`src/rtl/intt_addr_seq_if.sv`:
```
// rtl/intt_addr_seq_if.sv - handshake and address bundle between the INTT sequencer and the butterfly unit
interface intt_addr_seq_if #(
    parameter int ADDR_W = 5
);
    logic              start;
    logic              busy;
    logic              done;
    logic              rd_valid;
    logic              rd_ready;
    logic [ADDR_W-1:0] rd_idx1;
    logic [ADDR_W-1:0] rd_idx2;
    logic [ADDR_W-1:0] tw_idx;
    logic              rd_scale;
    logic              wr_valid;
    logic [ADDR_W-1:0] wr_idx1;
    logic [ADDR_W-1:0] wr_idx2;

    modport master (
        input  start, rd_ready,
        output busy, done, rd_valid, rd_idx1, rd_idx2, tw_idx, rd_scale,
               wr_valid, wr_idx1, wr_idx2
    );

    modport slave (
        output start, rd_ready,
        input  busy, done, rd_valid, rd_idx1, rd_idx2, tw_idx, rd_scale,
               wr_valid, wr_idx1, wr_idx2
    );
endinterface

```
`src/rtl/intt_addr_seq.sv`:
```
// rtl/intt_addr_seq.sv - inverse NTT (Gentleman-Sande) read/twiddle/write-back address sequencer
// Optional final N^-1 scaling pass is enabled by defining INTT_SCALE_EN.
module intt_addr_seq #(
    parameter int N      = 8,
    parameter int ADDR_W = 5,
    parameter int BF_LAT = 3
) (
    input  logic             clk,
    input  logic             rst_n,
    intt_addr_seq_if.master  bus
);
    localparam int LOG_N = $clog2(N);
    localparam int SW    = 3;

`ifdef INTT_SCALE_EN
    typedef enum logic [2:0] {IDLE, ISSUE, DRAIN, SCALE, DONE} state_t;
`else
    typedef enum logic [2:0] {IDLE, ISSUE, DRAIN, DONE} state_t;
`endif

    state_t            state;
    logic [SW-1:0]     s;
    logic [ADDR_W-1:0] k;
    logic              busy;
    logic              done;
    logic              rd_valid;
    logic [ADDR_W-1:0] rd_idx1;
    logic [ADDR_W-1:0] rd_idx2;
    logic [ADDR_W-1:0] tw_idx;
    logic [BF_LAT-1:0] pipe_v;
    logic [ADDR_W-1:0] pipe_i1 [BF_LAT];
    logic [ADDR_W-1:0] pipe_i2 [BF_LAT];
    logic              pipe_busy;
    logic              accept;
`ifdef INTT_SCALE_EN
    logic              rd_scale;
    logic              scale_phase;
`endif

    // Upper-wing index: butterfly group (k/t) spans 2t entries, offset k mod t inside it.
    function automatic logic [ADDR_W-1:0] idx1_of(input logic [SW-1:0] st, input logic [ADDR_W-1:0] kk);
        logic [ADDR_W-1:0] lo;
        logic [ADDR_W-1:0] hi;
        lo = kk & ((ADDR_W'(1) << st) - ADDR_W'(1));
        hi = (kk >> st) << (st + SW'(1));
        return hi | lo;
    endfunction

    function automatic logic [ADDR_W-1:0] tw_of(input logic [SW-1:0] st, input logic [ADDR_W-1:0] kk);
        logic [ADDR_W-1:0] lo;
        lo = kk & ((ADDR_W'(1) << st) - ADDR_W'(1));
        return lo << (LOG_N - 1 - int'(st));
    endfunction

    assign accept = rd_valid & bus.rd_ready;

    // Only entries behind the output slot still have to land before the next stage may read.
    always_comb begin
        pipe_busy = 1'b0;
        for (int i = 0; i < BF_LAT - 1; i++) begin
            pipe_busy = pipe_busy | pipe_v[i];
        end
    end

    always_ff @(posedge clk or negedge rst_n) begin
        if (!rst_n) begin
            state    <= IDLE;
            s        <= '0;
            k        <= '0;
            busy     <= 1'b0;
            done     <= 1'b0;
            rd_valid <= 1'b0;
            rd_idx1  <= '0;
            rd_idx2  <= '0;
            tw_idx   <= '0;
            pipe_v   <= '0;
            for (int i = 0; i < BF_LAT; i++) begin
                pipe_i1[i] <= '0;
                pipe_i2[i] <= '0;
            end
`ifdef INTT_SCALE_EN
            rd_scale    <= 1'b0;
            scale_phase <= 1'b0;
`endif
        end else begin
            for (int i = BF_LAT - 1; i > 0; i--) begin
                pipe_v[i]  <= pipe_v[i-1];
                pipe_i1[i] <= pipe_i1[i-1];
                pipe_i2[i] <= pipe_i2[i-1];
            end
            pipe_v[0]  <= accept;
            pipe_i1[0] <= accept ? rd_idx1 : '0;
            pipe_i2[0] <= accept ? rd_idx2 : '0;
            done       <= 1'b0;

            case (state)
                IDLE: begin
                    if (bus.start) begin
                        state    <= ISSUE;
                        s        <= '0;
                        k        <= '0;
                        busy     <= 1'b1;
                        rd_valid <= 1'b1;
                        rd_idx1  <= '0;
                        rd_idx2  <= ADDR_W'(1);
                        tw_idx   <= '0;
`ifdef INTT_SCALE_EN
                        scale_phase <= 1'b0;
`endif
                    end
                end
                ISSUE: begin
                    if (accept) begin
                        if (k == ADDR_W'(N/2 - 1)) begin
                            state    <= DRAIN;
                            rd_valid <= 1'b0;
                        end else begin
                            k       <= k + ADDR_W'(1);
                            rd_idx1 <= idx1_of(s, k + ADDR_W'(1));
                            rd_idx2 <= idx1_of(s, k + ADDR_W'(1)) + (ADDR_W'(1) << s);
                            tw_idx  <= tw_of(s, k + ADDR_W'(1));
                        end
                    end
                end
                DRAIN: begin
                    if (!pipe_busy) begin
`ifdef INTT_SCALE_EN
                        if (scale_phase) begin
                            state <= DONE;
                            done  <= 1'b1;
                        end else
`endif
                        if (s < SW'(LOG_N - 1)) begin
                            state    <= ISSUE;
                            s        <= s + SW'(1);
                            k        <= '0;
                            rd_valid <= 1'b1;
                            rd_idx1  <= '0;
                            rd_idx2  <= ADDR_W'(1) << (s + SW'(1));
                            tw_idx   <= '0;
                        end else begin
`ifdef INTT_SCALE_EN
                            state    <= SCALE;
                            k        <= '0;
                            rd_valid <= 1'b1;
                            rd_scale <= 1'b1;
                            rd_idx1  <= '0;
                            rd_idx2  <= '0;
                            tw_idx   <= '0;
`else
                            state <= DONE;
                            done  <= 1'b1;
`endif
                        end
                    end
                end
`ifdef INTT_SCALE_EN
                SCALE: begin
                    if (accept) begin
                        if (k == ADDR_W'(N - 1)) begin
                            state       <= DRAIN;
                            rd_valid    <= 1'b0;
                            rd_scale    <= 1'b0;
                            scale_phase <= 1'b1;
                        end else begin
                            k       <= k + ADDR_W'(1);
                            rd_idx1 <= k + ADDR_W'(1);
                            rd_idx2 <= k + ADDR_W'(1);
                        end
                    end
                end
`endif
                DONE: begin
                    state <= IDLE;
                    busy  <= 1'b0;
                end
                default: begin
                    state    <= IDLE;
                    busy     <= 1'b0;
                    rd_valid <= 1'b0;
                end
            endcase
        end
    end

    assign bus.busy     = busy;
    assign bus.done     = done;
    assign bus.rd_valid = rd_valid;
    assign bus.rd_idx1  = rd_idx1;
    assign bus.rd_idx2  = rd_idx2;
    assign bus.tw_idx   = tw_idx;
    assign bus.wr_valid = pipe_v[BF_LAT-1];
    assign bus.wr_idx1  = pipe_i1[BF_LAT-1];
    assign bus.wr_idx2  = pipe_i2[BF_LAT-1];
`ifdef INTT_SCALE_EN
    assign bus.rd_scale = rd_scale;
`else
    assign bus.rd_scale = 1'b0;
`endif
endmodule

```
`src/flat_wrapper.sv`:
```
// flat-port wrapper written by rule: the top's interface ports become plain ports
module intt_addr_seq_flat 
#(
    parameter int N      = 8,
    parameter int ADDR_W = 5,
    parameter int BF_LAT = 3
)
  (clk, rst_n, bus_start, bus_rd_ready, bus_busy, bus_done, bus_rd_valid, bus_rd_idx1, bus_rd_idx2, bus_tw_idx, bus_rd_scale, bus_wr_valid, bus_wr_idx1, bus_wr_idx2);
  intt_addr_seq_if #(.ADDR_W(ADDR_W)) bus_i ();
  input  logic clk;
  input  logic rst_n;
  input wire logic [$bits(bus_i.start)-1:0] bus_start;
  input wire logic [$bits(bus_i.rd_ready)-1:0] bus_rd_ready;
  output wire logic [$bits(bus_i.busy)-1:0] bus_busy;
  output wire logic [$bits(bus_i.done)-1:0] bus_done;
  output wire logic [$bits(bus_i.rd_valid)-1:0] bus_rd_valid;
  output wire logic [$bits(bus_i.rd_idx1)-1:0] bus_rd_idx1;
  output wire logic [$bits(bus_i.rd_idx2)-1:0] bus_rd_idx2;
  output wire logic [$bits(bus_i.tw_idx)-1:0] bus_tw_idx;
  output wire logic [$bits(bus_i.rd_scale)-1:0] bus_rd_scale;
  output wire logic [$bits(bus_i.wr_valid)-1:0] bus_wr_valid;
  output wire logic [$bits(bus_i.wr_idx1)-1:0] bus_wr_idx1;
  output wire logic [$bits(bus_i.wr_idx2)-1:0] bus_wr_idx2;
  assign bus_i.start = bus_start;
  assign bus_i.rd_ready = bus_rd_ready;
  assign bus_busy = bus_i.busy;
  assign bus_done = bus_i.done;
  assign bus_rd_valid = bus_i.rd_valid;
  assign bus_rd_idx1 = bus_i.rd_idx1;
  assign bus_rd_idx2 = bus_i.rd_idx2;
  assign bus_tw_idx = bus_i.tw_idx;
  assign bus_rd_scale = bus_i.rd_scale;
  assign bus_wr_valid = bus_i.wr_valid;
  assign bus_wr_idx1 = bus_i.wr_idx1;
  assign bus_wr_idx2 = bus_i.wr_idx2;
  intt_addr_seq #(.N(N), .ADDR_W(ADDR_W), .BF_LAT(BF_LAT)) u_core (.clk(clk), .rst_n(rst_n), .bus(bus_i));
endmodule
```
`config.mk`:
```
export PLATFORM = sky130hd
export DESIGN_NAME = intt_addr_seq_flat
export DESIGN_NICKNAME = d
export VERILOG_FILES = /design/src/rtl/intt_addr_seq_if.sv /design/src/rtl/intt_addr_seq.sv /design/src/flat_wrapper.sv
export SDC_FILE = /design/constraint.sdc
export NUM_CORES = 1
export LEC_CHECK = 0
export BUFFER_PORTS_ARGS = -buffer_cell sky130_fd_sc_hd__buf_2
export CAP_MARGIN = 10
export CORE_MARGIN = 2
export CORE_UTILIZATION = 45
export DETAILED_ROUTE_END_ITERATION = 6
export PLACE_DENSITY = 0.66
export SLEW_MARGIN = 25
export SYNTH_ARGS = -nofsm -noshare
export SYNTH_HDL_FRONTEND = slang
export SYNTH_SLANG_ARGS = --single-unit
```
`constraint.sdc`:
```
create_clock -name clk -period 5.5 [get_ports clk]
set_input_delay 1.1 -clock clk [delete_from_list [all_inputs] [get_ports clk]]
set_output_delay 1.1 -clock clk [all_outputs]
set_load 0.02 [all_outputs]
```
* Yosys cells after proc, flatten, opt, wreduce, memory -nomap -nowiden *
Cells that the tools add are included.

storage, ports and cells
  register bits after elaboration = 62
  input port bits = 4
  logic and storage cells = 92

cells by class
  $add $sub $neg = 5
  $lt $le $gt $ge = 1
  equal/unequal tests = 10
  shift-type cells = 5
  multiplexer cells = 40
  bitwise operators = 6
  reductions and logical operators = 9

operators with widths
  cell                   count
  $mux W5                16
  $pmux W5 S3            4
  $shl A5 B32 Y5         1
  $mux W3                7
  $reduce_and A6 Y1      2
  $shl A1 B3 Y5 const A  2
  $pmux W3 S3            1
  $mux W1                8
  $reduce_and A4 Y1      2
  $eq A3 B2 Y1 const B   2
  $ne A2 B1 Y1 const B   3
  $ne A2 B2 Y1 const B   3
  $pmux W3 S2            1
  $add A5 B1 Y5 const B  1
  $add A5 B5 Y5          1
  $and A5 B5 Y5          1
  $eq A5 B2 Y1 const B   1
  $or A5 B5 Y5           1
  $shl A5 B3 Y5          1
  $shr A5 B3 Y5          1
  $sub A5 B1 Y5 const B  1
  $pmux W1 S4            1
  $sub A2 B3 Y4 const A  1
  $add A3 B1 Y3 const B  1
  other kinds (12)       13

* Longest topological paths before layout *
Gate-level depths: netlist of the first run.

  word-level depth = 8
  depth in mapped cells = 16
  mapped depth without buffers = 15

* Worst setup path after synthesis of the first run *
OpenSTA, ideal clock, no wires.

  kind = register -> register
  from = register u_core.s[1]
  to = register u_core.rd_idx2[4], in the netlist u_core.bus.rd_idx2[4]
  library setup time = 0.096 ns
  arrival time = 3.190 ns
  required time = 5.404 ns
  path slack = 2.215 ns
  stages on the path, launching flop included = 16
  path buffers = 1
  period minus slack after synthesis = 3.285 ns
  cell sequence = dfrtp_1 > buf_4 > inv_1 > ha_1 > nor2b_1 > inv_1 > ha_1 > nand2b_1 > a21boi_1 > inv_1 > fa_1 > a21o_1 > a21oi_1 > xnor2_1 > xnor2_1 > o31ai_1

between the ends
  longest elaborated chain between the ends = 8
  elaborated cells between the ends (all ways) = 17
  classes of those cells = add/sub: 3; order compare: 1; eq/ne: 1; shift: 4; mux: 5; bitwise: 2; reduce/logical: 1

RTL lines
  what                    line                                       text
  start, declared         intt_addr_seq.sv:22                        logic [SW-1:0] s;
  start signal, assigned  intt_addr_seq.sv:135                       s <= s + SW'(1);
  $shl A1 B3 Y5           intt_addr_seq.sv:44, intt_addr_seq.sv:120
  $sub A5 B1 Y5           intt_addr_seq.sv:44                        lo = kk & ((ADDR_W'(1) << st) - ADDR_W'(1));
  $and A5 B5 Y5           intt_addr_seq.sv:44
  $or A5 B5 Y5            intt_addr_seq.sv:46                        return hi | lo;
  $add A5 B5 Y5           intt_addr_seq.sv:120                       rd_idx2 <= idx1_of(s, k + ADDR_W'(1)) + (ADDR_W'(1) << s);
  $mux W5                 intt_addr_seq.sv:114                       if (k == ADDR_W'(N/2 - 1)) begin
  $mux W5                 intt_addr_seq.sv:113                       if (accept) begin
  $pmux W5 S3             intt_addr_seq.sv:96                        case (state)
  end signal, assigned    intt_addr_seq.sv:120
  end signal, assigned    intt_addr_seq.sv:139                       rd_idx2 <= ADDR_W'(1) << (s + SW'(1));
  end, declared           intt_addr_seq.sv:28                        logic [ADDR_W-1:0] rd_idx2;

Several ways; a longest one is shown, not always the timed one. The select of a mux whose other input is x is not followed.
A chain may end at the register's enable or synchronous reset.

* Final worst setup path of the first run *
  from = register u_core.s[0]
  to = register u_core.rd_idx2[4], in the netlist u_core.bus.rd_idx2[4]

The elaborated chain is that of the path after synthesis.

==> results of run 1 <==
synthesized netlist by cell type, types with 5 or more instances:
cell type | instances | share of area
buf_4 | 13 | 0.030
nor2_1 | 10 | 0.012
nor3_1 | 7 | 0.011
xor2_1 | 5 | 0.014
ha_1 | 19 | 0.074
a21oi_1 | 11 | 0.017
inv_1 | 15 | 0.018
a22o_1 | 6 | 0.016
and3_1 | 10 | 0.019
nor2b_1 | 6 | 0.012
buf_2 | 8 | 0.012
nor4_1 | 5 | 0.0097
o21ai_0 | 17 | 0.026
nand2_1 | 34 | 0.040
dfrtp_1 | 61 | 0.47
registers in the layout, summed over array words and instances (netlist names):
| signal | flops |
|---|---|
| u_core.bus.rd_idx2 | 5 |
| u_core.pipe_i2 | 10 |
| u_core.bus.rd_idx1 | 5 |
| u_core.bus.wr_idx2 | 5 |
| u_core.pipe_v | 3 |
| u_core.bus.busy | 1 |
| u_core.bus.done | 1 |
| u_core.bus.tw_idx | 5 |
| u_core.bus.rd_valid | 1 |
| u_core.s | 3 |
| u_core.k | 5 |
| u_core.state | 2 |
| u_core.pipe_i1 | 10 |
| u_core.bus.wr_idx1 | 5 |
layer usage:
metal | wire [um] | vias to the layer above | track usage
met5 | 0 | - | 0
met4 | 52 | 0 | 0.0399
met3 | 236 | 5 | 0.0541
met2 | 3120 | 48 | 0.295
met1 | 3110 | 1073 | 0.238
li1 | - | 1087 | -
worst reg2reg max path, stage by stage, from the launching register on:
cell      delay (ns)
dfrtp_1         0.71
inv_1           0.40
ha_1            0.32
nor2b_1         0.36
inv_1           0.09
ha_1            0.28
nand2b_1        0.17
a21boi_1        0.29
inv_1           0.13
fa_1            0.44
a21o_1          0.19
a21oi_1         0.16
xnor2_1         0.16
xnor2_1         0.08
o31ai_1         0.20
metrics by stage:
step	cells	setup slack [ns]	total power, mW
after floorplan	303	2.21	0.459
after global placement	405	1.61	0.469
after detailed placement	405	1.49	0.469
after CTS	421	1.47	0.903
after global routing	421	1.08	0.925
final	421	1.43	0.892
layout make-up:
cell class | instances | area [um^2]
clock buffer | 10 | 128
clock inverter | 6 | 87.6
fill | 632 | 3330
inverter | 16 | 60.1
multi-input combinational | 199 | 1450
sequential | 61 | 1530
tap | 96 | 120
timing repair buffer | 33 | 168
power by group through the flow:
stage / sequential [mW] / clock [mW] / combinational [mW]
after CTS: 0.448 / 0.443 / 0.0123
after global routing: 0.448 / 0.463 / 0.0138
after detailed placement: 0.457 / 0 / 0.0123
after floorplan: 0.457 / 0 / 0.00201
final: 0.449 / 0.432 / 0.0114
after global placement: 0.457 / 0 / 0.0122
worst max path at each step:
| stage | start | to | slack [ns] | cells after the start |
|---|---|---|---|---|
| global route | u_core.s[0] | u_core.bus.rd_idx2[4] | 1.08 | 14 |
| floorplan | u_core.s[1] | u_core.bus.rd_idx2[4] | 2.21 | 15 |
| CTS | u_core.s[0] | u_core.bus.rd_idx2[4] | 1.47 | 14 |
| detailed placement | u_core.s[0] | u_core.bus.rd_idx2[4] | 1.49 | 14 |
| global placement | u_core.s[0] | u_core.bus.rd_idx2[4] | 1.61 | 12 |
| finish | u_core.s[0] | u_core.bus.rd_idx2[4] | 1.43 | 14 |
logic make-up after synthesis:
group | synth area share
other | 0.00117
AO/OA/AOI/OAI | 0.170
AND/OR/NAND/NOR | 0.161
buffers and inverters | 0.0731
flip-flops | 0.475
multiplexers | 0.0105
adder cells (fa/ha/maj) | 0.0802
XOR/XNOR | 0.0296
==> reports/results.tsv, run 1 <==
metric	value	unit
status	complete, no violations	
hp-start	u_core.pipe_i1[11]	
routed_wl	6520	um
end_kind	flop	
crit_slowest_cell	dfrtp_1	
r2r-end	u_core.bus.rd_idx2[4]	
min_path_type	reg2reg	
regToRegSetupSlack	1.43	ns
power.density	252	mW/mm^2
grt_pass1_wl	10800	um
die-area	0.00784	mm^2
drive_gt1_frac	0.215	
stdcell_area	0.00354	mm^2
reg2reg_depth	14	
synth_area_per_cell	10.6	um^2
n_antenna_cell	0	
floorplan.rows	30	
cts_resized	0	
worstHoldPathCells	0	
clk_pin_slew	0.07	ns
reg2reg_from	u_core.s[0]	
max-cap-violations	0	
yosys_warnings	0	
gp_congestion	0.917	
cts_sinks	61	
cts_tree	done	
initial_core_util	0.468	
viasPerCell	5.26	
synth_nets	327	
period_needed	4.07	ns
drc	0	
max_freq	246	MHz
ys_types	63	
cp.arrival	4.31	ns
yosysSeqAreaShare	0.475	
holdPathEnd	u_core.pipe_i1[6]	
relSlewSlack	0.415	
groute.usage.overall	0.180	
syn_area	0.00322	mm^2
grt_overflow_total	0	
dieHeight	88.5	um
swShare	0.211	
antenna_found_initial	0	
io_buffers	32	
ant_nets	0	
cts_hold_buf	0	
peakVddDrop	0.114	mV
hold-worst-slack	0.348	ns
cp_top_family	adder cells	
worst_skew_pair.late_latency	0.34	ns
p_int	704	uW
grt_max_degree	62	
path_common_cell	inv_1	
fin_util	0.516	
finalHoldViolations	0	
pwr-share-comb	0.013	
pwr-share-clk	0.484	
nets	344	
cts_inserted_buffers	9	
core-area	0.00687	mm^2
first_pass_iters	4	
grt_pass1_vias	2139	
path_max_fanout	28	
layout_common_cells	61 x dfrtp_1, 34 x nand2_1, 32 x buf_2	
criticalPathCategory	reg2reg	
die_w	88.5	um
synth_edf_count	0	
finalClockSkew	0.00867	ns
synth_seq_cells	61	
place_hpwl	4590	um
finalMaxSlewViolations	0	
root_buffer	clkbuf_8	
setup_tns	0	ns
cp-start-kind	flop	
boundaryPins	34	
layout_commonest_cell	dfrtp_1	
critical_path.max_stage_delay	0.71	ns
cp_num_buf_inv	3	
rsz0062_at_grt	false	
drtIter0Drc	109	
post_dp_cell_area	0.00333	mm^2
area_growth	10.2	%
path_cells	inv_1 -> ha_1 -> nor2b_1 -> inv_1 -> ha_1 -> nand2b_1 -> a21boi_1 -> inv_1 -> fa_1 -> a21o_1 -> a21oi_1 -> xnor2_1 -> xnor2_1 -> o31ai_1	
leakage	1.79	nW
postCtsSetupBuffers	0	
async_reset_ff_frac	1.00	
synthCells	303	
synth_ff_type	dfrtp_1	
layout_worst_path_cycle_share	0.741	
route.detailed.wl_per_inst	15.5	um
routed-via-count	2213	
clock_path_buffers	2	
power_frac_seq	0.503	
worstMarginPinSlew	0.878	ns
htreeDepth	3	
setup_viol	0	
p_switching	188	uW
crit_required	5.74	ns
No activity file was read; power rests on OpenSTA's default activity.
==> inputs of run 2 (changes only) <==
- clock period: 5.5 -> 3.8 ns (I/O delays scaled with it)
==> run 2 against run 1 <==
Combinational power rose by 46%. Worst setup slack lost 1.1 ns. Sequential share of layout area decreased by 0.65 points. Sequential power rose by 45%. Die area unchanged. Maximum frequency increased by 18%. Core utilization grew 0.84 points. Critical path type unchanged. Largest cell class unchanged.
==> reports/results.tsv, run 2 (synthesis results as in run 1) <==
metric	value	unit
routed_wl	6370	um
htreeDepth	3	
reg_top3	u_core.pipe_i1 x10, u_core.pipe_i2 x10	
grt_max_degree	35	
relSlewSlack	0.502	
grt_pass1_vias	2267	
antenna_found_initial	0	
place_inst	411	
viasPerCell	5.36	
reg2reg_depth	14	
status	complete, no violations	
fin_cells	427	
hp-start	u_core.pipe_i2[14]	
reg2reg_from	u_core.s[1]	
drtIter0Drc	108	
cts_inserted_buffers	9	
postCtsSetupBuffers	0	
routed-via-count	2288	
first_pass_iters	5	
max_freq	291	MHz
cp.arrival	3.69	ns
boundaryPins	34	
cts_tree	done	
end_kind	flop	
worst_skew_pair.late_latency	0.34	ns
gp_congestion	0.924	
fillers	629	
cts_sinks	61	
path_common_cell	inv_1	
min_path_type	reg2reg	
ant_nets	0	
cp_top_family	adder cells	
initial_core_util	0.468	
path_max_fanout	10	
layout_worst_path_cycle_share	0.906	
route.detailed.wl_per_inst	14.9	um
layout_common_cells	60 x dfrtp_1, 34 x nand2_1, 32 x buf_2	
crit_slowest_cell	fa_1	
grt_overflow_total	0	
drc	0	
die-area	0.00784	mm^2
path_cells	inv_1 -> ha_1 -> nor2b_2 -> inv_1 -> ha_1 -> nand2b_1 -> a21boi_1 -> inv_1 -> fa_1 -> a21o_1 -> a21oi_1 -> xnor2_1 -> xnor2_1 -> o31ai_1	
setup_viol	0	
leakage	1.83	nW
cp-start-kind	flop	
finalMaxSlewViolations	0	
cp_num_buf_inv	3	
cts_hold_buf	0	
clock_path_buffers	2	
holdPathEnd	u_core.pipe_i2[9]	
totalPowerFinal	1.31	mW
worstHoldPathCells	0	
area_growth	12.0	%
io_buffers	32	
dieHeight	88.5	um
crit_required	4.05	ns
hold-worst-slack	0.343	ns
critical_path.max_stage_delay	0.43	ns
place_hpwl	4510	um
finalClockSkew	0.00914	ns
groute.usage.overall	0.183	
setup_tns	0	ns
rsz0062_at_grt	false	
layout_commonest_cell	dfrtp_1	
max-cap-violations	0	
nets	350	
regToRegSetupSlack	0.36	ns
die_w	88.5	um
r2r-end	u_core.bus.rd_idx2[4]	
floorplan.rows	30	
n_antenna_cell	0	
peakVddDrop	0.175	mV
period_needed	3.44	ns
power.density	363	mW/mm^2
drive_gt1_frac	0.242	
root_buffer	clkbuf_8	
clk_pin_slew	0.08	ns
core-area	0.00687	mm^2
finalHoldViolations	0	
grt_pass1_wl	11000	um
criticalPathCategory	reg2reg	
worstMarginPinSlew	0.748	ns
-- run 2: repair_timing --
action,in CTS,in global routing
gates resized for setup,0,3
setup endpoints to repair,0,1
hold endpoints to repair,0,0
-- run 2: per-layer routing --
layer | routed length, um | track usage | up-vias
met1 | 2860 | 0.241 | 1104
met2 | 3080 | 0.286 | 72
met4 | 101 | 0.0702 | 0
met3 | 331 | 0.0532 | 12
met5 | 0 | 0 | -
li1 | - | - | 1100
-- run 2: through the flow --
| step | util | setup WS, ns | area (um^2) |
|---|---|---|---|
| 5_1_grt | 0.524 | 0.0502 | 3600 |
| 6_report | 0.524 | 0.358 | 3600 |
| 2_1_floorplan | - | 0.515 | 3220 |
| 3_3_place_gp | 0.491 | 0.436 | 3370 |
| 3_5_place_dp | 0.491 | 0.278 | 3370 |
| 4_1_cts | 0.523 | 0.259 | 3590 |
-- run 2: how the worst max path moves through the flow --
| stage | start | end | slack, ns | cells after the start |
|---|---|---|---|---|
| global route | u_core.s[1] | u_core.bus.rd_idx2[4] | 0.05 | 14 |
| finish | u_core.s[1] | u_core.bus.rd_idx2[4] | 0.36 | 14 |
| global placement | u_core.s[1] | u_core.bus.rd_idx2[4] | 0.44 | 14 |
| CTS | u_core.k[0] | u_core.bus.rd_idx2[4] | 0.26 | 13 |
| floorplan | u_core.s[1] | u_core.bus.rd_idx2[4] | 0.51 | 15 |
| detailed placement | u_core.s[1] | u_core.bus.rd_idx2[4] | 0.28 | 14 |
-- run 2: cell type report --
cell class	instances	area, um^2	area share
multi-input cells	199	1460	0.405
clock inverters	7	97.6	0.0271
inverters	16	60.1	0.0167
repair buffers	39	213	0.0591
flip-flops and latches	61	1530	0.424
well taps	96	120	0.0334
clock buffers	9	124	0.0344
-- run 2: report_power, final --
part           total, mW  switching, mW  internal [mW]
logic             0.0167         0.0147        0.00195
clock network      0.643          0.272          0.371
registers          0.649              0          0.649
total               1.31          0.287           1.02
==> inputs of run 3 (changes only) <==
- CORE_MARGIN: 2 -> unset
- SETUP_SLACK_MARGIN: unset -> 0.5
==> run 3 against run 2 <==
Sequential share of layout area shrank 1.1 points. Combinational power rose by 3%. Maximum frequency grew 10%. Core utilization increased by 1.7 points. First-iteration DRC count down 36%. Global-route usage is 1.3 points higher. Critical path type unchanged. Clock skew fell by 0.0022 ns.
==> reports/results.tsv, run 3 (synthesis results as in run 1) <==
metric	value	unit
layout_commonest_cell	dfrtp_1	
drive_gt1_frac	0.275	
seq_area	0.00153	mm^2
nets	354	
rsz0062_at_grt	false	
floorplan.rows	30	
boundaryPins	34	
place_hpwl	4610	um
cp.arrival	3.37	ns
min_path_type	reg2reg	
clock_path_buffers	2	
route.detailed.wl_per_inst	15.1	um
dieHeight	86.5	um
setup_viol	0	
relSlewSlack	0.546	
grt_max_degree	48	
post_dp_cell_area	0.00338	mm^2
period_needed	3.13	ns
finalMaxSlewViolations	0	
root_buffer	clkbuf_8	
grt_pass1_wl	11000	um
groute.usage.overall	0.196	
worst_skew_pair.late_latency	0.34	ns
finalHoldViolations	0	
crit_required	4.04	ns
end_kind	flop	
core-area	0.00683	mm^2
peakVddDrop	0.140	mV
antenna_found_initial	0	
cp-start-kind	flop	
io_buffers	32	
cts_tree	done	
first_pass_iters	4	
viasPerCell	5.22	
status	complete, no violations	
n_antenna_cell	0	
fillers	614	
die_w	86.5	um
htreeDepth	3	
cts_sinks	61	
hold-worst-slack	0.341	ns
reg_top3	u_core.pipe_i1 x10, u_core.pipe_i2 x10	
grt_overflow_total	0	
max-cap-violations	0	
routed-via-count	2250	
path_max_fanout	7	
layout_worst_path_cycle_share	0.824	
criticalPathCategory	reg2reg	
ant_nets	0	
finalClockSkew	0.00698	ns
setup_tns	0	ns
die-area	0.00749	mm^2
routed_wl	6530	um
leakage	1.87	nW
power.density	353	mW/mm^2
stdcell_area	0.00370	mm^2
cts_inserted_buffers	9	
gp_congestion	0.950	
area_growth	15.0	%
worstMarginPinSlew	0.679	ns
initial_core_util	0.471	
grt_pass1_vias	2195	
drc	0	
max_freq	319	MHz
multi_input_area	0.00152	mm^2
cts_hold_buf	0	
clk_pin_slew	0.07	ns
drtIter0Drc	69	
layout_common_cells	59 x dfrtp_1, 34 x nand2_1, 31 x buf_2	
==> run 3: where the power goes <==
part           leakage [nW]  total, mW  switching [mW]  internal, mW
Clock                 0.112      0.640           0.255         0.385
Combinational         0.913     0.0172          0.0150       0.00226
Sequential            0.844      0.649               0         0.649
Total                  1.87       1.31           0.270          1.04
==> run 3: timing repair <==
item	4_1_cts	5_1_grt
endpoints found under the setup margin	3	3
buffers inserted	0	3
gates cloned	0	0
gates resized for setup	6	12
pin swaps	0	0
==> run 3: area by class of cell <==
type / instances / area share
Inverter: 16 / 0.0169
Timing Repair Buffer: 43 / 0.0663
Sequential cell: 61 / 0.413
Tap cell: 96 / 0.0325
Clock buffer: 10 / 0.0372
Clock inverter: 6 / 0.0233
Multi-Input combinational cell: 199 / 0.410
==> run 3: worst max-delay path: stages, from the launching register on <==
cell and delay [ns]:
dfrtp_2 0.46, ha_4 0.20, nand3_2 0.10, xor2_4 0.26
a2111oi_2 0.12, or3_4 0.43, a21boi_4 0.15, inv_1 0.09
fa_1 0.44, a21o_1 0.19, a21oi_1 0.16, xnor2_1 0.15
xnor2_1 0.08, o31ai_1 0.19
==> run 3: worst paths after layout <==
| path | startpoint | end | slack, ns | depth (start not counted) |
|---|---|---|---|---|
| max | u_core.k[1] | u_core.bus.rd_idx2[4] | 0.67 | 13 |
| min | u_core.pipe_i1[11] | u_core.pipe_i1[6] | 0.34 | 0 |
| max reg2reg | u_core.k[1] | u_core.bus.rd_idx2[4] | 0.67 | 13 |
| min reg2reg | u_core.pipe_i1[11] | u_core.pipe_i1[6] | 0.34 | 0 |
| max in group asynchronous | rst_n | u_core.s[0] | 2.73 | 2 |
| min in group asynchronous | rst_n | u_core.pipe_i2[5] | 0.42 | 1 |
==> run 3: through the flow <==
stage | power (mW) | cells | utilization | setup slack [ns]
6_report | 1.31 | 431 | 0.541 | 0.670
5_1_grt | 1.36 | 431 | 0.541 | 0.511
4_1_cts | 1.33 | 428 | 0.531 | 0.509
3_5_place_dp | 0.680 | 412 | 0.495 | 0.246
3_3_place_gp | 0.679 | 412 | 0.495 | 0.421
2_1_floorplan | 0.665 | 303 | - | 0.515
==> run 3: layer usage <==
metal | up-vias | global-route usage | routed length [um]
met3 | 11 | 0.0571 | 271
met5 | - | 0 | 0
met4 | 0 | 0.0606 | 112
li1 | 1105 | - | -
met1 | 1083 | 0.261 | 3050
met2 | 51 | 0.310 | 3100
